## src/rtl/bcd_countdown_timer.sv

```systemverilog
// MM:SS BCD countdown timer: loads four clamped BCD digits, decrements once per prescaled tick,
// pauses/resumes on start pulses and flags expiry at 00:00.
module bcd_countdown_timer #(
   parameter int unsigned TICK_DIV = 100_000_000
) (
   input  logic       clk,
   input  logic       clear_n,
   input  logic       load,
   input  logic       start,
   input  logic [3:0] set_tm,
   input  logic [3:0] set_om,
   input  logic [3:0] set_ts,
   input  logic [3:0] set_os,
   output logic [3:0] tm,
   output logic [3:0] om,
   output logic [3:0] ts,
   output logic [3:0] os,
   output logic       running,
   output logic       expired,
   output logic       expire_pulse
);

   localparam int unsigned PW = (TICK_DIV > 2) ? $clog2(TICK_DIV) : 1;
   localparam logic [PW-1:0] PSC_MAX = PW'(TICK_DIV - 1);
   localparam logic [PW-1:0] PSC_ONE = PW'(1);

   typedef enum logic [1:0] {StIdle, StRun, StPause, StDone} state_e;

   state_e        state_q;
   logic [PW-1:0] presc_q;
   logic [3:0]    tm_q, om_q, ts_q, os_q;
   logic          running_q, expired_q, pulse_q;

   logic [3:0]    tm_dec, om_dec, ts_dec, os_dec;
   logic          tick;
   logic          dec_zero;
   logic          count_zero;

   function automatic logic [3:0] clamp(input logic [3:0] v, input logic [3:0] lim);
      return (v > lim) ? lim : v;
   endfunction

   assign tick       = (state_q == StRun) && (presc_q == PSC_MAX);
   assign count_zero = ({tm_q, om_q, ts_q, os_q} == 16'h0000);

   // Borrow chain; tm never borrows because the run stops at 00:00.
   always_comb begin
      tm_dec = tm_q;
      om_dec = om_q;
      ts_dec = ts_q;
      os_dec = os_q - 4'd1;
      if (os_q == 4'd0) begin
         os_dec = 4'd9;
         if (ts_q == 4'd0) begin
            ts_dec = 4'd5;
            if (om_q == 4'd0) begin
               om_dec = 4'd9;
               tm_dec = tm_q - 4'd1;
            end else begin
               om_dec = om_q - 4'd1;
            end
         end else begin
            ts_dec = ts_q - 4'd1;
         end
      end
   end

   assign dec_zero = ({tm_dec, om_dec, ts_dec, os_dec} == 16'h0000);

   always_ff @(posedge clk) begin
      if (!clear_n) begin
         state_q   <= StIdle;
         presc_q   <= '0;
         tm_q      <= 4'd0;
         om_q      <= 4'd0;
         ts_q      <= 4'd0;
         os_q      <= 4'd0;
         running_q <= 1'b0;
         expired_q <= 1'b0;
         pulse_q   <= 1'b0;
      end else begin
         pulse_q <= 1'b0;
         if (load) begin
            tm_q      <= clamp(set_tm, 4'd5);
            om_q      <= clamp(set_om, 4'd9);
            ts_q      <= clamp(set_ts, 4'd5);
            os_q      <= clamp(set_os, 4'd9);
            presc_q   <= '0;
            state_q   <= StIdle;
            running_q <= 1'b0;
            expired_q <= 1'b0;
         end else begin
            unique case (state_q)
               StIdle: begin
                  presc_q <= '0;
                  if (start && !count_zero) begin
                     state_q   <= StRun;
                     running_q <= 1'b1;
                  end
               end
               StRun: begin
                  if (tick) begin
                     presc_q <= '0;
                     tm_q    <= tm_dec;
                     om_q    <= om_dec;
                     ts_q    <= ts_dec;
                     os_q    <= os_dec;
                     // Reaching 00:00 takes priority over a coincident start.
                     if (dec_zero) begin
                        state_q   <= StDone;
                        running_q <= 1'b0;
                        expired_q <= 1'b1;
                        pulse_q   <= 1'b1;
                     end else if (start) begin
                        state_q   <= StPause;
                        running_q <= 1'b0;
                     end
                  end else begin
                     presc_q <= presc_q + PSC_ONE;
                     if (start) begin
                        state_q   <= StPause;
                        running_q <= 1'b0;
                     end
                  end
               end
               StPause: begin
                  if (start) begin
                     state_q   <= StRun;
                     running_q <= 1'b1;
                  end
               end
               StDone: begin
                  presc_q <= '0;
               end
               default: begin
                  state_q   <= StIdle;
                  presc_q   <= '0;
                  running_q <= 1'b0;
                  expired_q <= 1'b0;
               end
            endcase
         end
      end
   end

   assign tm           = tm_q;
   assign om           = om_q;
   assign ts           = ts_q;
   assign os           = os_q;
   assign running      = running_q;
   assign expired      = expired_q;
   assign expire_pulse = pulse_q;

endmodule
```

## config.mk

```make
export PLATFORM = sky130hd
export DESIGN_NAME = bcd_countdown_timer
export DESIGN_NICKNAME = d
export VERILOG_FILES = /design/src/rtl/bcd_countdown_timer.sv
export SDC_FILE = /design/constraint.sdc
export NUM_CORES = 1
export LEC_CHECK = 0
export ABC_AREA = 1
export CORE_MARGIN = 2
export CORE_UTILIZATION = 50
export DETAILED_ROUTE_END_ITERATION = 10
export GPL_TIMING_DRIVEN = 0
export PLACE_DENSITY = 0.88
export SLEW_MARGIN = 0
export SYNTH_ARGS = -nofsm -noshare
export SYNTH_HDL_FRONTEND = slang
export SYNTH_SLANG_ARGS = --single-unit
```

## constraint.sdc

```tcl
create_clock -name clk -period 1.63 [get_ports clk]
set_input_delay 0.326 -clock clk [delete_from_list [all_inputs] [get_ports clk]]
set_output_delay 0.326 -clock clk [all_outputs]
set_load 0.005 [all_outputs]
```

==> results by group <==
Clocking
  – Hold-fix buffer count after cts: 0
  – Worst-path clk slew: ~90 ps
  – CTS Buf Count: 5
  – Worst-skew pair later-pin latency: slightly above 300 ps
  – # clock sinks: between 40 and 50
  – CTS max path bufs: 2
  – H-tree Lvls: 2
  – TritonCTS clock tree: built
  – Clk root buf: clkbuf_8

Synthesis
  – Synthesized instance count: 425
  – Number of enable flip-flop cells after synthesis: 0
  – Top FF cell, synth: dfxtp_1
  – Syn_area_per_cell: 6.86 um2
  – Synth Warn #: 0
  – Syn Std Cell Area: 0.00292 mm2
  – Post-synth ARST share: 0%
  – Syn_nets: around 450
  – Sequential share of the synthesized area: around 33%
  – Post-synthesis cell type count: 46
  – Flops & latches, synth: 48

STA
  – Slew HR: 64.7%
  – Final Hold Viols: 0
  – Worst-margin pin slew: ~530 ps
  – Minimum clock period: roughly 1800 ps
  – RSZ-0062 raised after global routing: yes
  – Max-slew violations: 0
  – Min Hold Slack: between 300 and 400 ps
  – Fmax: approximately 550 MHz
  – Setup Skew: approximately 7.3 ps
  – Setup violations, final: 37
  – Worst setup margin: -172 ps
  – Ratio of final minimum period to clock period: 111%

Layout
  – Number of fill cells: about 360
  – # diodes: 0
  – Design Area, Final: ~0.0045 mm2
  – Final Core Density: 80.9%
  – Layout cells sized above 1: approximately 42%
  – Area Overhead vs Synth: 54.5%
  – Fin nets: 549

Floorplan
  – IO Pins: 39
  – Die area: ~0.0065 mm2
  – Die width: about 80 um
  – Core Footprint: 0.00557 mm2
  – Row Count: 27
  – Die height: between 80 and 90 um
  – Initial Utilization: a little over half

Power
  – Clock power share: between 20 and 30%
  – NetSw: ~0.0008 W
  – LEAKAGE: between 1.5 and 2 nW
  – Switching share of power: between 30% and 40%
  – Internal power: 0.00180 W
  – Pwr dens: approximately 580 mW/mm2
  – Sequential power share: 46.9%
  – Combinational share of power: approximately a quarter
  – Peak supply drop: roughly 0.48 mV

Global route
  – Largest net degree at the start of global routing: 15
  – Initial antenna violation count: 0
  – Vias in the first global route: 3105
  – GRT Total Usage: between 20% and 30%
  – First-pass GRT wire length: ~14000 um
  – Gr ovfl total: 0

Placed design
  – I/O Buffers: 38
  – HPWL after DPL: between 5000 and 6000 um
  – Routability Congestion: 0.875
  – Pre-CTS setup slack: -773 ps
  – DP Area: between 0.003 and 0.004 mm2

Setup path
  – Worst Path Required: approximately 1900 ps
  – Crit path launch type: flop
  – Crit Path Max Fanout: 5
  – CP Capture Type: flop
  – Critical path arrival: 2040 ps
  – CP Class: flop to flop

Job
  – Total of max-cap violations: 0

Detailed routing
  – Drt first pass iters: 5
  – Initial DRC Count: ~210
  – Final ANT Viol Nets: 0
  – Vias per std cell: slightly below 6
  – Mean routed wirelength per cell: 17.1 um
  – Post-route DRC: 0
  – Vias: 3548
  – Routed WL: between 10000 and 15000 um

Outcome
  – Status: finished, violations left
  – Failing checks: setup timing

Hold path
  – Hold/Removal Path Class: input port to flop
## stage by stage
step | power (W) | std cells | TNS (ps)
finish | 0.00261 | 596 | -2580
global route | 0.00270 | 596 | -6020
CTS | 0.00248 | 563 | -790
detailed placement | 0.00171 | 535 | -18710
global placement | 0.00169 | 535 | -16950
floorplan | 0.00154 | 425 | 0
## what timing repair did
| action | CTS | global route |
|---|---|---|
| cloned | 2 | 1 |
| setup endpoints to repair | 49 | 51 |
| setup buffers | 19 | 35 |
| pin swaps | 15 | 22 |
| resized for setup | 55 | 125 |
## metal layers
metal  up-vias  GRT usage (%)  share of wire [%]
met5         -              0                  0
met4         0           8.47                5.0
met3        62           4.72                6.7
met2       207           49.5                 52
met1      1657           29.7                 36
li1       1622              -                  -
## critical path, cell delays in order (launching register included)
cell	delay, ps
dfxtp_1	440
nand2_1	80
nor2_1	120
nand2_1	90
nor2_2	150
nand2_2	100
buf_4	150
nor2_2	100
nand3_2	90
nor2_2	100
nand2_2	90
nand2_1	60
nand2_1	60
a21oi_2	110
## path summary, 6_finish.rpt
check | start | endpoint | slack (ps) | cells after the start
worst max register to register | presc_q[15] | state_q[1] | -170 | 13
worst min-delay path | clear_n | tm[1] | 380 | 3
worst min register to register | expired | expired | 490 | 2
worst max-delay path | presc_q[15] | state_q[1] | -170 | 13
## cell usage in the layout (no fill, tap or decap), types with 7 or more instances in the layout
master / instances
nor2_4: 24
nand2_1: 62
nand2_4: 11
dfxtp_4: 11
o21ai_0: 7
dfxtp_2: 23
buf_6: 9
nor2_1: 37
nand2_2: 15
nand3_2: 7
buf_4: 45
nor3_1: 7
inv_2: 10
a21oi_1: 22
clkdlybuf4s50_1: 35
nand3_1: 23
nand4_1: 9
nor2_2: 14
inv_1: 39
dfxtp_1: 14
## power by group through the flow
stage / registers, W / clock network, W / logic [W]
6_report: 0.00123 / 0.000761 / 0.000627
3_5_place_dp: 0.00126 / 0 / 0.000451
3_3_place_gp: 0.00126 / 0 / 0.000438
4_1_cts: 0.00123 / 0.000754 / 0.000498
2_1_floorplan: 0.00125 / 0 / 0.000287
5_1_grt: 0.00123 / 0.000800 / 0.000674
## cells by family (layout without fill, tap and decap cells)
logic type      count (synthesis)  in the layout  synth area share, %
compound gates                 73             73                 15.0
xor+xnor                        5              5                 1.50
fa+ha+maj                       6              6                 2.57
flops                          48             48                 32.9
simple gates                  233            234                 39.8
buf+inv                        60            158                 8.19
## synth_stat cells, types with 3 or more instances
library cell  count  area share (%)
inv_2             6            0.77
nand2_1          76             9.8
nor2_4            6             2.3
nand4_1           9             1.9
o21ai_1           7             1.2
nor3_1           15             2.6
a211oi_1          3            0.77
nor3b_1           3            0.77
o22ai_1           3            0.64
a31oi_1           6             1.3
inv_1            45             5.8
o21ai_0          10             1.7
nor2_2           10             2.1
ha_1              6             2.6
xor2_1            4             1.2
nand4_2           3             1.3
nand3_1          30             5.1
clkbuf_1          5            0.64
nor2_1           58             7.5
dfxtp_1          48              33
a21oi_1          27             4.6
nand3b_1          4             1.0
o211ai_1          6             1.5
nand2_2          10             2.1
## flip-flops by register name, indices dropped and copies added, names as in the netlist
signal        flops
tm                4
om                4
presc_q          27
running           1
os                4
state_q           2
ts                4
expire_pulse      1
expired           1
## cell type report
| class | count | area, um2 | area share (%) |
|---|---|---|---|
| Timing Repair Buffer | 92 | 840 | 18.6 |
| Clock inverter | 2 | 10.0 | 0.222 |
| Sequential cell | 48 | 1030 | 22.9 |
| Buffer | 7 | 58.8 | 1.30 |
| Clock buffer | 6 | 82.6 | 1.83 |
| Tap cell | 72 | 90.1 | 2.00 |
| Multi-Input combinational cell | 318 | 2200 | 48.7 |
| Inverter | 51 | 199 | 4.41 |
No activity file was read; power rests on OpenSTA's default activity.
